### config.mk
export PLATFORM = sky130hd
export DESIGN_NAME = mips_pin_bus_bridge
export DESIGN_NICKNAME = d
export VERILOG_FILES = /design/src/rtl/mips_bus_pkg.sv /design/src/rtl/mips_bus_timeout.sv /design/src/rtl/mips_pin_bus_bridge.sv
export SDC_FILE = /design/constraint.sdc
export NUM_CORES = 1
export LEC_CHECK = 0
export ABC_AREA = 0
export CORE_MARGIN = 10
export CORE_UTILIZATION = 40
export DETAILED_ROUTE_END_ITERATION = 12
export GPL_TIMING_DRIVEN = 0
export PLACE_DENSITY = 0.77
export SLEW_MARGIN = 20
export SYNTH_ARGS = -nofsm -noshare
export SYNTH_HDL_FRONTEND = slang
export SYNTH_HIERARCHICAL = 1
export SYNTH_SLANG_ARGS = --single-unit
### constraint.sdc
create_clock -name clk -period 3.95 [get_ports clk]
set_clock_uncertainty 0.1 [all_clocks]
set_input_delay 0.395 -clock clk [delete_from_list [all_inputs] [get_ports clk]]
set_output_delay 0.395 -clock clk [all_outputs]
set_load 0.1 [all_outputs]
### src/rtl/mips_bus_pkg.sv
// Shared definitions for the MIPS core-to-pad pin bus bridge.
// Holds the transaction state encoding and the command-beat layout helper.
package mips_bus_pkg;

    typedef enum logic [2:0] {
        IDLE,
        CMD,
        ADDR,
        WDATA,
        WACK,
        RDATA,
        DONE
    } state_e;

    // The write/read flag occupies the top lane bit of the command beat.
    function automatic int cmd_we_pos(input int bus_w);
        return bus_w - 1;
    endfunction

endpackage

### src/rtl/mips_bus_timeout.sv
// Ack-wait watchdog: counts cycles without an ack and flags expiry when TIMEOUT is reached.
// With TIMEOUT=0 the watchdog is removed and never expires.
module mips_bus_timeout #(
    parameter int TIMEOUT = 255
) (
    input  logic clk,
    input  logic rst,
    input  logic clear,
    input  logic tick,
    output logic expire
);

    generate
        if (TIMEOUT == 0) begin : g_off
            assign expire = 1'b0;
        end else begin : g_on
            localparam int CW = $clog2(TIMEOUT + 1);
            localparam logic [CW-1:0] LAST = CW'(TIMEOUT - 1);

            logic [CW-1:0] cnt_q, cnt_d;

            always_comb begin
                cnt_d = cnt_q;
                if (clear)
                    cnt_d = '0;
                else if (tick)
                    cnt_d = cnt_q + CW'(1);
            end

            always_ff @(posedge clk) begin
                if (rst)
                    cnt_q <= '0;
                else
                    cnt_q <= cnt_d;
            end

            // Fires on the tick that would bring the count up to TIMEOUT.
            assign expire = tick && !clear && (cnt_q == LAST);
        end
    endgenerate

endmodule

### src/rtl/mips_pin_bus_bridge.sv
// Core-to-pad bridge: serialises one load/store request at a time onto a narrow byte-lane
// pin bus with command framing, bus turnaround, per-beat ack and a timeout error response.
module mips_pin_bus_bridge
    import mips_bus_pkg::*;
#(
    parameter int ADDR_W  = 16,
    parameter int DATA_W  = 32,
    parameter int BUS_W   = 8,
    parameter int TIMEOUT = 255
) (
    input  logic              clk,
    input  logic              rst,
    input  logic              req_valid,
    output logic              req_ready,
    input  logic              req_we,
    input  logic [ADDR_W-1:0] req_addr,
    input  logic [DATA_W-1:0] req_wdata,
    output logic              rsp_valid,
    output logic              rsp_err,
    output logic [DATA_W-1:0] rsp_rdata,
    output logic [BUS_W-1:0]  bus_out,
    output logic [BUS_W-1:0]  bus_oe,
    input  logic [BUS_W-1:0]  bus_in,
    output logic              bus_strb,
    output logic              bus_frame,
    input  logic              bus_ack
);

    localparam int NA        = ADDR_W / BUS_W;
    localparam int ND        = DATA_W / BUS_W;
    localparam int BEATS_MAX = (NA > ND) ? NA : ND;
    localparam int CNT_W     = (BEATS_MAX > 1) ? $clog2(BEATS_MAX) : 1;
    localparam int WE_BIT    = cmd_we_pos(BUS_W);
    localparam logic [CNT_W-1:0] NA_LAST = CNT_W'(NA - 1);
    localparam logic [CNT_W-1:0] ND_LAST = CNT_W'(ND - 1);

    state_e              state_q, state_d;
    logic                we_q, we_d;
    logic                err_q, err_d;
    logic [CNT_W-1:0]    beat_q, beat_d;
    logic [ADDR_W-1:0]   addr_q, addr_d;
    logic [DATA_W-1:0]   wdata_q, wdata_d;
    logic [DATA_W-1:0]   rdsh_q, rdsh_d;
    logic [DATA_W-1:0]   rdata_q, rdata_d;

    logic                waiting;
    logic                tmo_expire;
    logic [DATA_W+BUS_W-1:0] rd_cat;
    logic [DATA_W-1:0]   rd_next;

    // Inbound beats enter at the top and drift down, so the first beat ends up in lane 0.
    assign rd_cat  = {bus_in, rdsh_q};
    assign rd_next = rd_cat[DATA_W+BUS_W-1:BUS_W];
    assign waiting = (state_q == WACK) || (state_q == RDATA);

    mips_bus_timeout #(
        .TIMEOUT(TIMEOUT)
    ) u_timeout (
        .clk   (clk),
        .rst   (rst),
        .clear (!waiting || bus_ack),
        .tick  (waiting && !bus_ack),
        .expire(tmo_expire)
    );

    always_comb begin
        state_d = state_q;
        we_d    = we_q;
        err_d   = err_q;
        beat_d  = beat_q;
        addr_d  = addr_q;
        wdata_d = wdata_q;
        rdsh_d  = rdsh_q;
        rdata_d = rdata_q;
        case (state_q)
            IDLE: begin
                if (req_valid) begin
                    we_d    = req_we;
                    addr_d  = req_addr;
                    wdata_d = req_wdata;
                    rdsh_d  = '0;
                    beat_d  = '0;
                    state_d = CMD;
                end
            end
            CMD: state_d = ADDR;
            ADDR: begin
                addr_d = addr_q >> BUS_W;
                if (beat_q == NA_LAST) begin
                    beat_d  = '0;
                    state_d = we_q ? WDATA : RDATA;
                end else begin
                    beat_d = beat_q + CNT_W'(1);
                end
            end
            WDATA: begin
                wdata_d = wdata_q >> BUS_W;
                if (beat_q == ND_LAST) begin
                    beat_d  = '0;
                    state_d = WACK;
                end else begin
                    beat_d = beat_q + CNT_W'(1);
                end
            end
            WACK: begin
                if (bus_ack || tmo_expire) begin
                    err_d   = !bus_ack;
                    rdata_d = '0;
                    state_d = DONE;
                end
            end
            RDATA: begin
                if (bus_ack) begin
                    rdsh_d = rd_next;
                    if (beat_q == ND_LAST) begin
                        rdata_d = rd_next;
                        err_d   = 1'b0;
                        state_d = DONE;
                    end else begin
                        beat_d = beat_q + CNT_W'(1);
                    end
                end else if (tmo_expire) begin
                    rdata_d = '0;
                    err_d   = 1'b1;
                    state_d = DONE;
                end
            end
            DONE:    state_d = IDLE;
            default: state_d = IDLE;
        endcase
    end

    always_ff @(posedge clk) begin
        if (rst) begin
            state_q <= IDLE;
            we_q    <= 1'b0;
            err_q   <= 1'b0;
            beat_q  <= '0;
            rdata_q <= '0;
        end else begin
            state_q <= state_d;
            we_q    <= we_d;
            err_q   <= err_d;
            beat_q  <= beat_d;
            rdata_q <= rdata_d;
        end
    end

    always_ff @(posedge clk) begin
        addr_q  <= addr_d;
        wdata_q <= wdata_d;
        rdsh_q  <= rdsh_d;
    end

    always_comb begin
        bus_out   = '0;
        bus_oe    = '0;
        bus_strb  = 1'b0;
        bus_frame = 1'b0;
        case (state_q)
            CMD: begin
                bus_out[WE_BIT] = we_q;
                bus_oe          = '1;
                bus_strb        = 1'b1;
                bus_frame       = 1'b1;
            end
            ADDR: begin
                bus_out   = addr_q[BUS_W-1:0];
                bus_oe    = '1;
                bus_strb  = 1'b1;
                bus_frame = 1'b1;
            end
            WDATA: begin
                bus_out   = wdata_q[BUS_W-1:0];
                bus_oe    = '1;
                bus_strb  = 1'b1;
                bus_frame = 1'b1;
            end
            WACK, RDATA: bus_frame = 1'b1;
            default: ;
        endcase
    end

    assign req_ready = (state_q == IDLE);
    assign rsp_valid = (state_q == DONE);
    assign rsp_err   = err_q;
    assign rsp_rdata = rdata_q;

endmodule
==> results of run 1 <==
==> layout make-up <==
cell class / count / area [um2] / area share
inverter: 8 / 30.0 / 0.00407
clock buffer: 22 / 529 / 0.0717
sequential: 119 / 3100 / 0.420
tap: 172 / 215 / 0.0291
buffer: 40 / 231 / 0.0314
antenna: 1 / 2.50 / 0.000339
timing repair buffer: 114 / 1160 / 0.157
clock inverter: 10 / 181 / 0.0246
multi-input combinational: 314 / 1930 / 0.262
==> layer usage <==
layer / track usage / up-vias
li1: - / 1931
met1: 0.152 / 1868
met2: 0.247 / 98
met3: 0.0404 / 28
met4: 0.0801 / 0
met5: 0 / -
==> stage by stage <==
stage | hold WS, ns | std cells | utilization | cell area [um2]
6_report | 0.353 | 800 | 0.578 | 7380
5_1_grt | 0.378 | 800 | 0.578 | 7380
4_1_cts | 0.360 | 799 | 0.578 | 7380
3_5_place_dp | 0.352 | 767 | 0.522 | 6670
3_3_place_gp | 0.342 | 766 | 0.519 | 6640
2_1_floorplan | 0.358 | 481 | - | 5290
==> how the worst min path moves through the flow <==
stage | start | endpoint | slack [ns]
CTS | rsp_rdata[7]$_SDFFE_PP0P_ | rsp_rdata[7]$_SDFFE_PP0P_ | 0.36
global route | rsp_rdata[3]$_SDFFE_PP0P_ | rsp_rdata[3]$_SDFFE_PP0P_ | 0.38
detailed placement | rsp_rdata[7]$_SDFFE_PP0P_ | rsp_rdata[7]$_SDFFE_PP0P_ | 0.35
global placement | rsp_rdata[7]$_SDFFE_PP0P_ | rsp_rdata[7]$_SDFFE_PP0P_ | 0.34
finish | rsp_rdata[7]$_SDFFE_PP0P_ | rsp_rdata[7]$_SDFFE_PP0P_ | 0.35
floorplan | u_timeout/g_on.cnt_q[6]$_SDFFE_PP0P_ | u_timeout/g_on.cnt_q[6]$_SDFFE_PP0P_ | 0.36
==> cell families (layout without fill, tap and decap cells) <==
kind of cell	after synthesis	count (layout)	synth area share
xor+xnor	5	5	0.00828
flops	119	119	0.587
simple gates	225	225	0.207
mux	15	15	0.0308
compound gates	61	61	0.0989
other cells	0	1	0
fa+ha+maj	8	8	0.0189
buf+inv	48	194	0.0494
==> registers in the layout (all words and copies together) (netlist names) <==
signal / flops
rsp_rdata: 32
state_q: 3
wdata_q: 32
u_timeout/g_on.cnt_q: 8
rsp_err: 1
rdsh_q: 24
beat_q: 2
we_q: 1
addr_q: 16
==> power breakdown <==
group          total (mW)  internal (mW)  leakage, nW  switching (mW)
combinational        1.50          0.451         1.32            1.05
sequential           1.78           1.69         1.08          0.0948
clock                1.81           1.27        0.347           0.544
total                5.09           3.40         2.74            1.69
==> synth_stat cells (all sizes together) (10+ instances only) <==
library cell	count	area, um2
mux2	10	113
and2	33	206
dfxtp	47	941
clkbuf	13	48.8
edfxtp	72	2160
nor2	41	154
buf	27	183
nor2b	18	113
a22oi	31	343
a21oi	14	70.1
nand2	92	345
nand4	11	83.8
==> critical path, cell delays in order (launching register included) <==
cell,delay [ns]
dfxtp_1,0.37
buf_2,0.21
inv_1,0.11
nor3_1,0.41
buf_2,0.33
a22oi_1,0.11
nor2b_1,0.14
clkdlybuf4s50_1,1.17
==> impl_metrics.yaml, run 1 <==
outcome:
  status: "completed"
hold_path:
  whs_path_depth: 2
  hold_class: "flip-flop to flip-flop"
logic_synthesis:
  ys_seq_elements: 119
  syn_area_um2: 5290
  netlist-cell-type-count: 44
  syn_nets: 550
  synth.avg_cell_area_um2: 11.0
  seq_area_frac_synth: 0.587
  synth_edf_count: 72
  synthArstFlopShare: 0
  syn_inst: 481
  ys.warnings.count: 6
  ys.flop_type: "edfxtp_1"
setup_path:
  r2r_slack_ns: 0.89
  worstSetupEndpoint: "bus_out[6]"
  crit_path_start: "state_q[1]$_SDFFE_PP0P_"
  r2r_start: "state_q[1]$_SDFFE_PP0P_"
  critPathKind: "flip-flop to output pin"
  cp.required_ns: 3.45
  worstSetupEndpointType: "output pin"
  r2r-end: "rsp_rdata[8]$_SDFFE_PP0P_"
  worstPathArrival_ns: 3.27
  startpoint_type: "flip-flop"
  r2r_cells: 14
  path_max_fanout: 10
layout:
  final_cell_mix: "113 x clkdlybuf4s50_1, 92 x nand2_1, 72 x edfxtp_1"
  nNetsFinal: 683
  syn2layout_area_growth_pct: 39.6
  final_common_cell: "clkdlybuf4s50_1"
  nFillCells: 1024
  drive_above_1_share: 0.155
floorplan:
  fp.dieW_um: 135
  initial_core_util: 0.414
  die-area_um2: 18200
  num_rows: 41
  ios: 114
  die_h_um: 135
  core_um2: 12800
place:
  port-buffer-count: 113
  pre_cts_slack_ns: 0.502
  post-dp-hpwl_um: 9480
  place.gp.congestion: 0.865
routing:
  routed-wl-met2_um: 6490
  wirelength_um: 12600
  drt-wirelength-per-cell_um: 15.8
  via_per_inst: 4.91
  dr.pass1.iters: 4
  dr_wl_met3_um: 552
  first_iter_violations: 204
  wl_met1_um: 5240
  drc_errors: 0
  drt.antenna.violating_nets: 0
  top_layer: "met4"
  vias: 3925
timing:
  fin_ws_ns: 0.185
  grt_setup_unrepaired: "no"
  layout_min_cycle_time_ns: 3.77
  setup_viol: 0
  final_hold_viol_count: 0
  slew_viol_final: 0
  worstMarginPinSlew_ns: 1.01
  fmax_mhz: 266
  final.period_utilization: 0.953
  tns_ns: 0
  max-slew-margin-rel: 0.325
flow_run:
  maxCapViolCount: 0
clock_network:
  cts_tree: "yes"
  cts_made_buffers: 17
  htree_num_levels: 4
  post_cts_buffers: 0
  postCtsHoldBufs: 0
  cts_resized: 0
  clkLatencyLatePin_ns: 0.42
  clock_sinks: 119
  ctsRootBufferMaster: "clkbuf_16"
  clockBufferDepth: 2
  clkTransAtPathRegs_ns: 0.05
power:
  p_per_area_nw_per_um2: 689
  p_leak_nw: 2.74
  finalPower_mw: 5.09
  vdd_ir_drop_max_mv: 0.352
grt:
  grt_pass1_wl_um: 20400
  antenna_found_initial: 1
  grt_max_degree: 25
  grt_pass1_vias: 4172
  grt_overflow_total: 0
  grt_usage: 0.142
Note: power is estimated with default switching activity, not from simulation.
==> run 2: changes to the inputs <==
CTS_CLUSTER_SIZE = 40   (was not set)
==> results of run 2 <==
Final layout, timing and power as in run 1 (identical DEF).
==> run 3: changes to the inputs <==
CAP_MARGIN = 20   (was not set)
DONT_BUFFER_PORTS = 1   (was not set)
PLACE_DENSITY = 0.66   (was 0.77)
==> impl_metrics.yaml, run 3 (synthesis results as in run 1) <==
setup_path:
  worstPathArrival_ns: 2.84
  r2r_start: "state_q[1]$_SDFFE_PP0P_"
  crit_path_start: "state_q[1]$_SDFFE_PP0P_"
  startpoint_type: "flip-flop"
  cp_num_buf_inv: 3
  path_delay_family: "simple AND/OR/NAND/NOR gates"
  path_common_cell: "buf_2"
  crit_chain: "buf_2 -> inv_1 -> nor3_1 -> buf_2 -> a22oi_1 -> nor2b_2"
  cpPeakStageDelay_ns: 0.85
  path_max_fanout: 10
  cp_num_cells: 6
  cp.required_ns: 3.45
  cp_slowest_cell: "nor2b_2"
  r2r-end: "rsp_rdata[27]$_SDFFE_PP0P_"
  r2r_slack_ns: 0.91
  r2r_cells: 14
  worstSetupEndpoint: "bus_out[2]"
  critPathKind: "flip-flop to output pin"
  worstSetupEndpointType: "output pin"
power:
  p_per_area_nw_per_um2: 770
  clkPwrFrac: 0.354
  p_sw_frac: 0.342
  vdd_ir_drop_max_mv: 0.298
  pwr-share-comb: 0.280
  p_int_mw: 3.20
  p_leak_nw: 2.35
  p_switching_mw: 1.67
  pwr-share-seq: 0.367
place:
  place.gp.congestion: 0.806
  post-dp-hpwl_um: 8640
  port-buffer-count: 0
routing:
  dr.pass1.iters: 5
  via_per_inst: 5.08
  drt-wirelength-per-cell_um: 17.3
  drc_errors: 0
  wirelength_um: 11900
  vias: 3503
  first_iter_violations: 213
  drt.antenna.violating_nets: 0
clock_network:
  cts_tree: "yes"
  cts_resized: 0
  post_cts_buffers: 0
  clkTransAtPathRegs_ns: 0.06
  clockBufferDepth: 2
  clkLatencyLatePin_ns: 0.42
  htree_num_levels: 4
  cts_made_buffers: 17
  postCtsHoldBufs: 0
  clock_sinks: 119
  ctsRootBufferMaster: "clkbuf_16"
layout:
  nFillCells: 1122
  diodes: 0
  regArea_um2: 3100
  drive_above_1_share: 0.211
  syn2layout_area_growth_pct: 19.6
  multi_input_area_um2: 1960
  final_util: 0.495
  nNetsFinal: 573
  final_cell_mix: "92 x nand2_1, 72 x edfxtp_1, 47 x dfxtp_1"
  final_common_cell: "nand2_1"
timing:
  final.period_utilization: 0.846
  worstMarginPinSlew_ns: 1.11
  layout_min_cycle_time_ns: 3.34
  fmax_mhz: 299
  final_hold_viol_count: 0
  setup_viol: 0
  max-slew-margin-rel: 0.254
  tns_ns: 0
  grt_setup_unrepaired: "no"
  slew_viol_final: 0
grt:
  busiest_layer: "met2"
  grt_overflow_total: 0
  use_met2: 0.224
  grt_pass1_wl_um: 19000
  grt.met3_usage: 0.0538
  grt_pass1_vias: 3611
  grt_usage: 0.135
  grt_max_degree: 31
  grt_use_met1: 0.148
  antenna_found_initial: 0
floorplan:
  initial_core_util: 0.414
  ios: 114
  num_rows: 41
  core_um2: 12800
  fp.dieW_um: 135
  die_h_um: 135
  die-area_um2: 18200
outcome:
  status: "completed"
flow_run:
  maxCapViolCount: 0
hold_path:
  hold_class: "input pin to flip-flop"
==> run 3: layout make-up <==
type,instances,area share
Sequential cell,119,0.491
Multi-Input combinational cell,314,0.310
Clock buffer,24,0.0880
Buffer,40,0.0366
Tap cell,172,0.0340
Clock inverter,8,0.0196
Timing Repair Buffer,4,0.0162
Inverter,8,0.00475
==> run 3: worst min-delay path by stage <==
stage | end | startpoint | cells after the start | slack, ns
final | we_q$_SDFFE_PP0P_ | req_we | 2 | 0.03
after CTS | we_q$_SDFFE_PP0P_ | req_we | 2 | 0.01
after floorplan | u_timeout/g_on.cnt_q[6]$_SDFFE_PP0P_ | u_timeout/g_on.cnt_q[6]$_SDFFE_PP0P_ | 2 | 0.36
after global routing | we_q$_SDFFE_PP0P_ | req_we | 2 | 0.03
after global placement | u_timeout/g_on.cnt_q[6]$_SDFFE_PP0P_ | u_timeout/g_on.cnt_q[6]$_SDFFE_PP0P_ | 2 | 0.37
after detailed placement | wdata_q[20]$_DFFE_PP_ | wdata_q[28]$_SDFFCE_PN0P_ | 2 | 0.40
==> run 3: metal layers <==
| layer | wire [um] | vias up |
|---|---|---|
| met4 | 266 | 0 |
| met5 | 0 | - |
| met2 | 6000 | 87 |
| li1 | - | 1719 |
| met1 | 4890 | 1676 |
| met3 | 757 | 21 |
==> run 3: power groups by stage <==
| stage | sequential [mW] | clock, mW | combinational [mW] |
|---|---|---|---|
| 6_report | 1.79 | 1.72 | 1.36 |
| 5_1_grt | 1.81 | 1.81 | 1.46 |
| 4_1_cts | 1.79 | 1.74 | 1.35 |
| 3_5_place_dp | 1.81 | 0 | 1.34 |
| 3_3_place_gp | 1.81 | 0 | 1.24 |
| 2_1_floorplan | 1.78 | 0 | 1.11 |
==> run 3: per-stage QoR <==
stage               worst slack, ns  cells  power (mW)  hold slack (ns)  instance area [um2]
global placement              0.506    653        3.05            0.367                 5500
finish                        0.610    689        4.87           0.0311                 6320
CTS                           0.573    688        4.88           0.0147                 6300
detailed placement            0.960    656        3.15            0.400                 5620
floorplan                     0.726    481        2.89            0.358                 5290
global route                  0.470    689        5.07           0.0272                 6320
